==> src/rtl/mem_stage_unit.sv <==
// Memory-stage unit: sequences data-bus loads/stores and resolves branches.
// Optional performance counters are built when MEM_STAGE_PERF_EN is defined.
module mem_stage_unit #(
    parameter int ADDR_W = 32
) (
    input  logic              clk,
    input  logic              rst,
    input  logic              mem_MemRd,
    input  logic              mem_MemWr,
    input  logic [2:0]        mem_Load_sel,
    input  logic [1:0]        mem_Store_sel,
    input  logic [31:0]       mem_ALU_result,
    input  logic [31:0]       mem_readdata2,
    input  logic              mem_Branch,
    input  logic              mem_Jump,
    input  logic [1:0]        mem_BrOp,
    input  logic              mem_zero,
    input  logic              mem_lt,
    input  logic [31:0]       mem_pc,
    input  logic [31:0]       mem_pc_ori,
    input  logic              mem_predicted_bit,
    output logic              dbus_req,
    output logic              dbus_we,
    output logic [ADDR_W-1:0] dbus_addr,
    output logic [3:0]        dbus_be,
    output logic [31:0]       dbus_wdata,
    input  logic              dbus_ack,
    input  logic [31:0]       dbus_rdata,
    output logic              mem_stall,
    output logic [31:0]       mem_load_data,
    output logic              mem_misalign,
    output logic              br_flush,
    output logic [31:0]       br_redirect_pc,
    output logic              br_update,
    output logic              br_taken
`ifdef MEM_STAGE_PERF_EN
    ,
    output logic [31:0]       perf_branch_cnt,
    output logic [31:0]       perf_mispred_cnt
`endif
);

    localparam logic [0:0] IDLE = 1'b0;
    localparam logic [0:0] BUSY = 1'b1;

    logic [0:0]        state_q, state_d;
    logic              req_q, req_d;
    logic              we_q, we_d;
    logic [ADDR_W-1:0] addr_q, addr_d;
    logic [3:0]        be_q, be_d;
    logic [31:0]       wdata_q, wdata_d;
    logic [1:0]        off_q, off_d;
    logic [2:0]        loadSel_q, loadSel_d;

    logic        isAccess;
    logic        isHalf;
    logic        isWord;
    logic        misaligned;
    logic [3:0]  beNext;
    logic [31:0] wdataNext;
    logic [7:0]  selByte;
    logic [15:0] selHalf;
    logic [31:0] loadValue;
    logic        ackValid;
    logic        condOk;
    logic        taken;

    // Access width comes from the store or load selector depending on direction.
    always_comb begin
        isAccess = mem_MemRd | mem_MemWr;
        isHalf   = 1'b0;
        isWord   = 1'b0;
        if (mem_MemWr) begin
            isHalf = (mem_Store_sel == 2'b01);
            isWord = (mem_Store_sel == 2'b10);
        end else begin
            isHalf = (mem_Load_sel[1:0] == 2'b01);
            isWord = (mem_Load_sel[1:0] == 2'b10);
        end
        misaligned = isAccess & ((isHalf & mem_ALU_result[0]) |
                                 (isWord & (mem_ALU_result[1:0] != 2'b00)));
    end

    always_comb begin
        beNext    = 4'b0000;
        wdataNext = 32'd0;
        if (isWord) begin
            beNext    = 4'b1111;
            wdataNext = mem_readdata2;
        end else if (isHalf) begin
            beNext    = mem_ALU_result[1] ? 4'b1100 : 4'b0011;
            wdataNext = {2{mem_readdata2[15:0]}};
        end else begin
            beNext    = 4'b0001 << mem_ALU_result[1:0];
            wdataNext = {4{mem_readdata2[7:0]}};
        end
    end

    // Bus fields are captured once on issue and held for the whole BUSY phase.
    always_comb begin
        state_d   = state_q;
        req_d     = req_q;
        we_d      = we_q;
        addr_d    = addr_q;
        be_d      = be_q;
        wdata_d   = wdata_q;
        off_d     = off_q;
        loadSel_d = loadSel_q;
        case (state_q)
            IDLE: begin
                if (isAccess && !misaligned) begin
                    state_d   = BUSY;
                    req_d     = 1'b1;
                    we_d      = mem_MemWr;
                    addr_d    = ADDR_W'({mem_ALU_result[31:2], 2'b00});
                    be_d      = beNext;
                    wdata_d   = mem_MemWr ? wdataNext : 32'd0;
                    off_d     = mem_ALU_result[1:0];
                    loadSel_d = mem_Load_sel;
                end
            end
            default: begin
                if (dbus_ack) begin
                    state_d = IDLE;
                    req_d   = 1'b0;
                end
            end
        endcase
    end

    always_ff @(posedge clk) begin
        if (rst) begin
            state_q   <= IDLE;
            req_q     <= 1'b0;
            we_q      <= 1'b0;
            addr_q    <= '0;
            be_q      <= 4'b0000;
            wdata_q   <= 32'd0;
            off_q     <= 2'b00;
            loadSel_q <= 3'b000;
        end else begin
            state_q   <= state_d;
            req_q     <= req_d;
            we_q      <= we_d;
            addr_q    <= addr_d;
            be_q      <= be_d;
            wdata_q   <= wdata_d;
            off_q     <= off_d;
            loadSel_q <= loadSel_d;
        end
    end

    assign dbus_req   = req_q;
    assign dbus_we    = we_q;
    assign dbus_addr  = addr_q;
    assign dbus_be    = be_q;
    assign dbus_wdata = wdata_q;

    always_comb begin
        selByte = dbus_rdata[7:0];
        case (off_q)
            2'd1:    selByte = dbus_rdata[15:8];
            2'd2:    selByte = dbus_rdata[23:16];
            2'd3:    selByte = dbus_rdata[31:24];
            default: selByte = dbus_rdata[7:0];
        endcase
        selHalf = off_q[1] ? dbus_rdata[31:16] : dbus_rdata[15:0];
        case (loadSel_q)
            3'b000:  loadValue = {{24{selByte[7]}}, selByte};
            3'b001:  loadValue = {{16{selHalf[15]}}, selHalf};
            3'b100:  loadValue = {24'd0, selByte};
            3'b101:  loadValue = {16'd0, selHalf};
            default: loadValue = dbus_rdata;
        endcase
    end

    // Load data is only meaningful in the cycle the bus acknowledges a read.
    assign ackValid      = (state_q == BUSY) & dbus_ack;
    assign mem_load_data = (ackValid & !we_q) ? loadValue : 32'd0;
    assign mem_misalign  = misaligned;
    assign mem_stall     = (state_q == IDLE) ? (isAccess & !misaligned) : !dbus_ack;

    always_comb begin
        case (mem_BrOp)
            2'b00:   condOk = mem_zero;
            2'b01:   condOk = !mem_zero;
            2'b10:   condOk = mem_lt;
            default: condOk = !mem_lt;
        endcase
        taken = mem_Jump | (mem_Branch & condOk);
    end

    // Branch results are suppressed while a memory access holds the pipeline.
    assign br_update      = (mem_Branch | mem_Jump) & !mem_stall;
    assign br_taken       = br_update & taken;
    assign br_flush       = br_update & (taken != mem_predicted_bit);
    assign br_redirect_pc = br_flush ? (taken ? mem_pc : mem_pc_ori + 32'd4) : 32'd0;

`ifdef MEM_STAGE_PERF_EN
    logic [31:0] brCnt_q;
    logic [31:0] misCnt_q;

    always_ff @(posedge clk) begin
        if (rst) begin
            brCnt_q  <= 32'd0;
            misCnt_q <= 32'd0;
        end else begin
            if (br_update) begin
                brCnt_q <= brCnt_q + 32'd1;
            end
            if (br_flush) begin
                misCnt_q <= misCnt_q + 32'd1;
            end
        end
    end

    assign perf_branch_cnt  = brCnt_q;
    assign perf_mispred_cnt = misCnt_q;
`endif

endmodule

==> config.mk <==
export PLATFORM = sky130hd
export DESIGN_NAME = mem_stage_unit
export DESIGN_NICKNAME = d
export VERILOG_FILES = /design/src/rtl/mem_stage_unit.sv
export SDC_FILE = /design/constraint.sdc
export NUM_CORES = 1
export LEC_CHECK = 0
export CORE_MARGIN = 4
export CORE_UTILIZATION = 34
export CTS_CLUSTER_SIZE = 40
export DETAILED_ROUTE_END_ITERATION = 8
export MAX_ROUTING_LAYER = met4
export PLACE_DENSITY = 0.79
export SKIP_LAST_GASP = 1
export SYNTH_ARGS = -nofsm -noshare
export SYNTH_HDL_FRONTEND = slang
export SYNTH_SLANG_ARGS = --single-unit
==> constraint.sdc <==
create_clock -name clk -period 2.2 [get_ports clk]
set_clock_uncertainty 0.05 [all_clocks]
set_input_delay 0.33 -clock clk [delete_from_list [all_inputs] [get_ports clk]]
set_output_delay 0.33 -clock clk [all_outputs]
set_load 0.03 [all_outputs]
==> flow_summary.ini <==
[grt]
vias_in_the_first_global_route = 6828
grt_overflow_total = 0
grt_start_max_net_pins = 75
grt.total_usage = 0.279
grt_first_pass_wirelength_um = 35600
grt_antenna_before_repair = 10

[synthesis]
synthSimpleGateAreaFrac = 0.269
muxShareOfSynthArea = 0.0619
ys.flop_type = dfxtp_1
syn-mean-instance-area_um2 = 7.27
synth-async-reset-ratio = 0
synth_area_leader_cell = dfxtp_1
share_of_the_yosys_chip_area_belonging_to_registers = 0.299
synth_cell_types = 47
netlist_area_mm2 = 0.00495
synth_compound_area_frac = 0.252
synthTopCellsByArea = dfxtp_1 30%, nand2_1 11%, a21oi_1 7.1%
number_of_flip_flops_and_latches_in_the_synthesized_netlist = 74
synth_enable_flop_cells = 0
synth_fa_ha_area_frac = 0.00253
syn_inst = 681
synth_warnings = 0
post_synth_xor_area_fraction = 0.0495
synth_top_family_by_area = simple AND/OR/NAND/NOR gates
synth_largest_type_area_fraction = 0.299

[drt]
viasPerCell = 5.58
dr_total_vias = 7228
drt-pass1-iter-count = 5
routed_wire_length_per_instance_um = 21.7
route.antenna.remaining_nets = 0
wl_um = 28100
detailedRoute.firstIterationViolations = 522
remaining_drc_errors = 0

[critical_path]
timing.critical_path.required_ns = 1.82
crit_type = in2out
worst_setup_path_end_kind = primary output
arrival_ns = 2.11
cp_max_fo = 6
setup.worst_path.start_class = input port

[flow_run]
maxCapViolCount = 0

[clock_network]
clk-insertion-delay-late_ns = 0.33
number_of_cts_inserted_buffers = 9
clock_tree.root_cell = clkbuf_16
ctsHoldBuffers = 0
cts_htree_levels = 3
max-clock-path-buffers = 2
cts.clk_slew.worst_paths_ns = 0.05
cts_num_sinks = 74
tritoncts = yes

[die]
die-width_um = 129
core_mm2 = 0.0141
floorplan.initialDensity = 0.351
std_cell_rows = 43
die_area_mm2 = 0.0166
die_y_um = 129
io-pin-count = 316

[finish]
finish.net_count = 1277
area.growth.synth_to_final_pct = 116
layout-drive-gt1-share = 0.348
stdcell_count = 1295

[placement]
dpl.hpwl_um = 17200
dp_worst_setup_slack_ns = -0.645
place_congestion = 0.916
dp_cells = 1230
place.port_buffers = 313

[power_and_ir_drop]
power.combinational.fraction = 0.486
clock_network_fraction_of_total_power = 0.248
netSwitchingPower_mw = 2.10
power.density_cell_area_mw_per_mm2 = 536
power_switching_share = 0.366
cellLeakagePower_nw = 4.28
max-vdd-ir-drop_uv = 508
seqPwrFrac = 0.266
intPower_mw = 3.64

[timing]
clock.fmax_ghz = 0.402
finalSetupViolCount = 58
timing.slew.headroom = 0.471
grt_setup_unrepaired = yes
report.final.hold_viol_count = 0
timing.final.crit_period_ns = 2.49
timing_worst_slew_pin_value_ns = 0.794
max_slew_violation_count = 0
layout_worst_path_cycle_share = 1.13
fin_tns_setup_ns = -10.12
timing.final.ws_setup_ns = -0.286

[worst_hold_path]
timing.hold.worst.class = in2reg

[run_status]
run_status = finished, violations left
violations = setup timing
registers in the layout (all words and copies together) (netlist names):
signal,flops
dbus_addr,30
dbus_wdata,32
dbus_be,4
dbus_we,1
state_q,1
off_q,2
loadSel_q,3
dbus_req,1
worst max-delay path, cell delays in order:
cell	delay (ns)
buf_8	0.08
mux2i_4	0.23
mux2_4	0.36
buf_12	0.14
nor2_4	0.15
buf_6	0.17
buf_12	0.13
nor2_1	0.13
a211oi_4	0.22
buf_6	0.17
timing repair:
action	4_1_cts	5_1_grt
setup buffers	15	24
gates cloned	5	5
endpoints found under the setup margin	66	66
resized for setup	314	65
pin swaps	30	34
hold endpoints to repair	0	0
area by class of cell:
type                    count  area [um2]
inverters                  18        67.6
well taps                 180         225
flip-flops and latches     74        1480
clock buffers              12         246
diodes                     12        30.0
repair buffers            460        4600
fillers                   938        3400
clock inverters             3        40.0
multi-input cells         536        4000
logic make-up after synthesis:
logic type / after synthesis
flip-flops: 74
AO/OA/AOI/OAI: 176
other: 1
AND/OR/NAND/NOR: 302
multiplexers: 27
adder cells (fa/ha/maj): 1
XOR/XNOR: 28
buffers and inverters: 72
cells in the final DEF (no fill, tap or decap), types with 24 or more instances in the layout:
master	instances
a21oi_1	47
nand2_1	141
a22oi_1	24
dfxtp_1	72
dlygate4sd2_1	25
clkdlybuf4s50_1	199
buf_4	124
a211oi_4	24
buf_6	63
nor2_1	73
through the flow:
| stage | utilization | hold slack (ns) | power [mW] | cell area (um2) |
|---|---|---|---|---|
| after floorplan | - | 0.395 | 2.82 | 5300 |
| after global placement | 0.652 | 0.391 | 3.89 | 9190 |
| after detailed placement | 0.652 | 0.396 | 3.93 | 9190 |
| after CTS | 0.729 | 0.355 | 5.59 | 10300 |
| after global routing | 0.758 | 0.366 | 5.97 | 10700 |
| final | 0.759 | 0.364 | 5.73 | 10700 |
Yosys cell counts (2+ instances only):
cell type	number
o21ai_1	2
dfxtp_1	74
and2_1	3
a211oi_1	9
xor2_1	8
buf_4	10
a211oi_2	22
a31oi_1	8
nand2_1	147
inv_1	18
clkbuf_1	29
o22ai_1	8
and3_1	3
a221oi_1	7
nand4_1	4
mux2i_1	7
o221a_2	7
or3_1	11
mux2_2	19
nand4_2	2
nand2b_1	3
buf_1	3
nor2b_1	5
nor2_1	78
nor3_1	19
nand3_1	11
o21a_1	4
buf_2	11
a21oi_1	70
or2_2	3
a22oi_1	24
nor4_1	5
o21ai_0	10
a21oi_2	2
xnor2_1	20
and4_1	4
power groups by stage:
stage                     registers (mW)  logic [mW]  clock network, mW
final                               1.52        2.79               1.42
after global routing                1.54        2.92               1.51
after CTS                           1.52        2.61               1.45
after detailed placement            1.55        2.38                  0
after global placement              1.54        2.35                  0
after floorplan                     1.75        1.07                  0
worst paths after layout:
path	startpoint	to	slack, ns	cells after the start
max	mem_BrOp[1]	br_redirect_pc[19]	-0.29	10
min	mem_Load_sel[1]	loadSel_q[1]	0.36	4
max reg2reg	state_q	dbus_be[2]	0.43	7
min reg2reg	dbus_addr[10]	dbus_addr[10]	0.40	2
per-layer routing:
metal,up-vias,global-route usage,wire length (um)
li1,3218,-,-
met1,3405,0.304,9800
met2,460,0.474,13700
met3,145,0.0598,2690
met4,0,0.149,1900
met5,-,-,0
(Power assumes the default switching activity.)
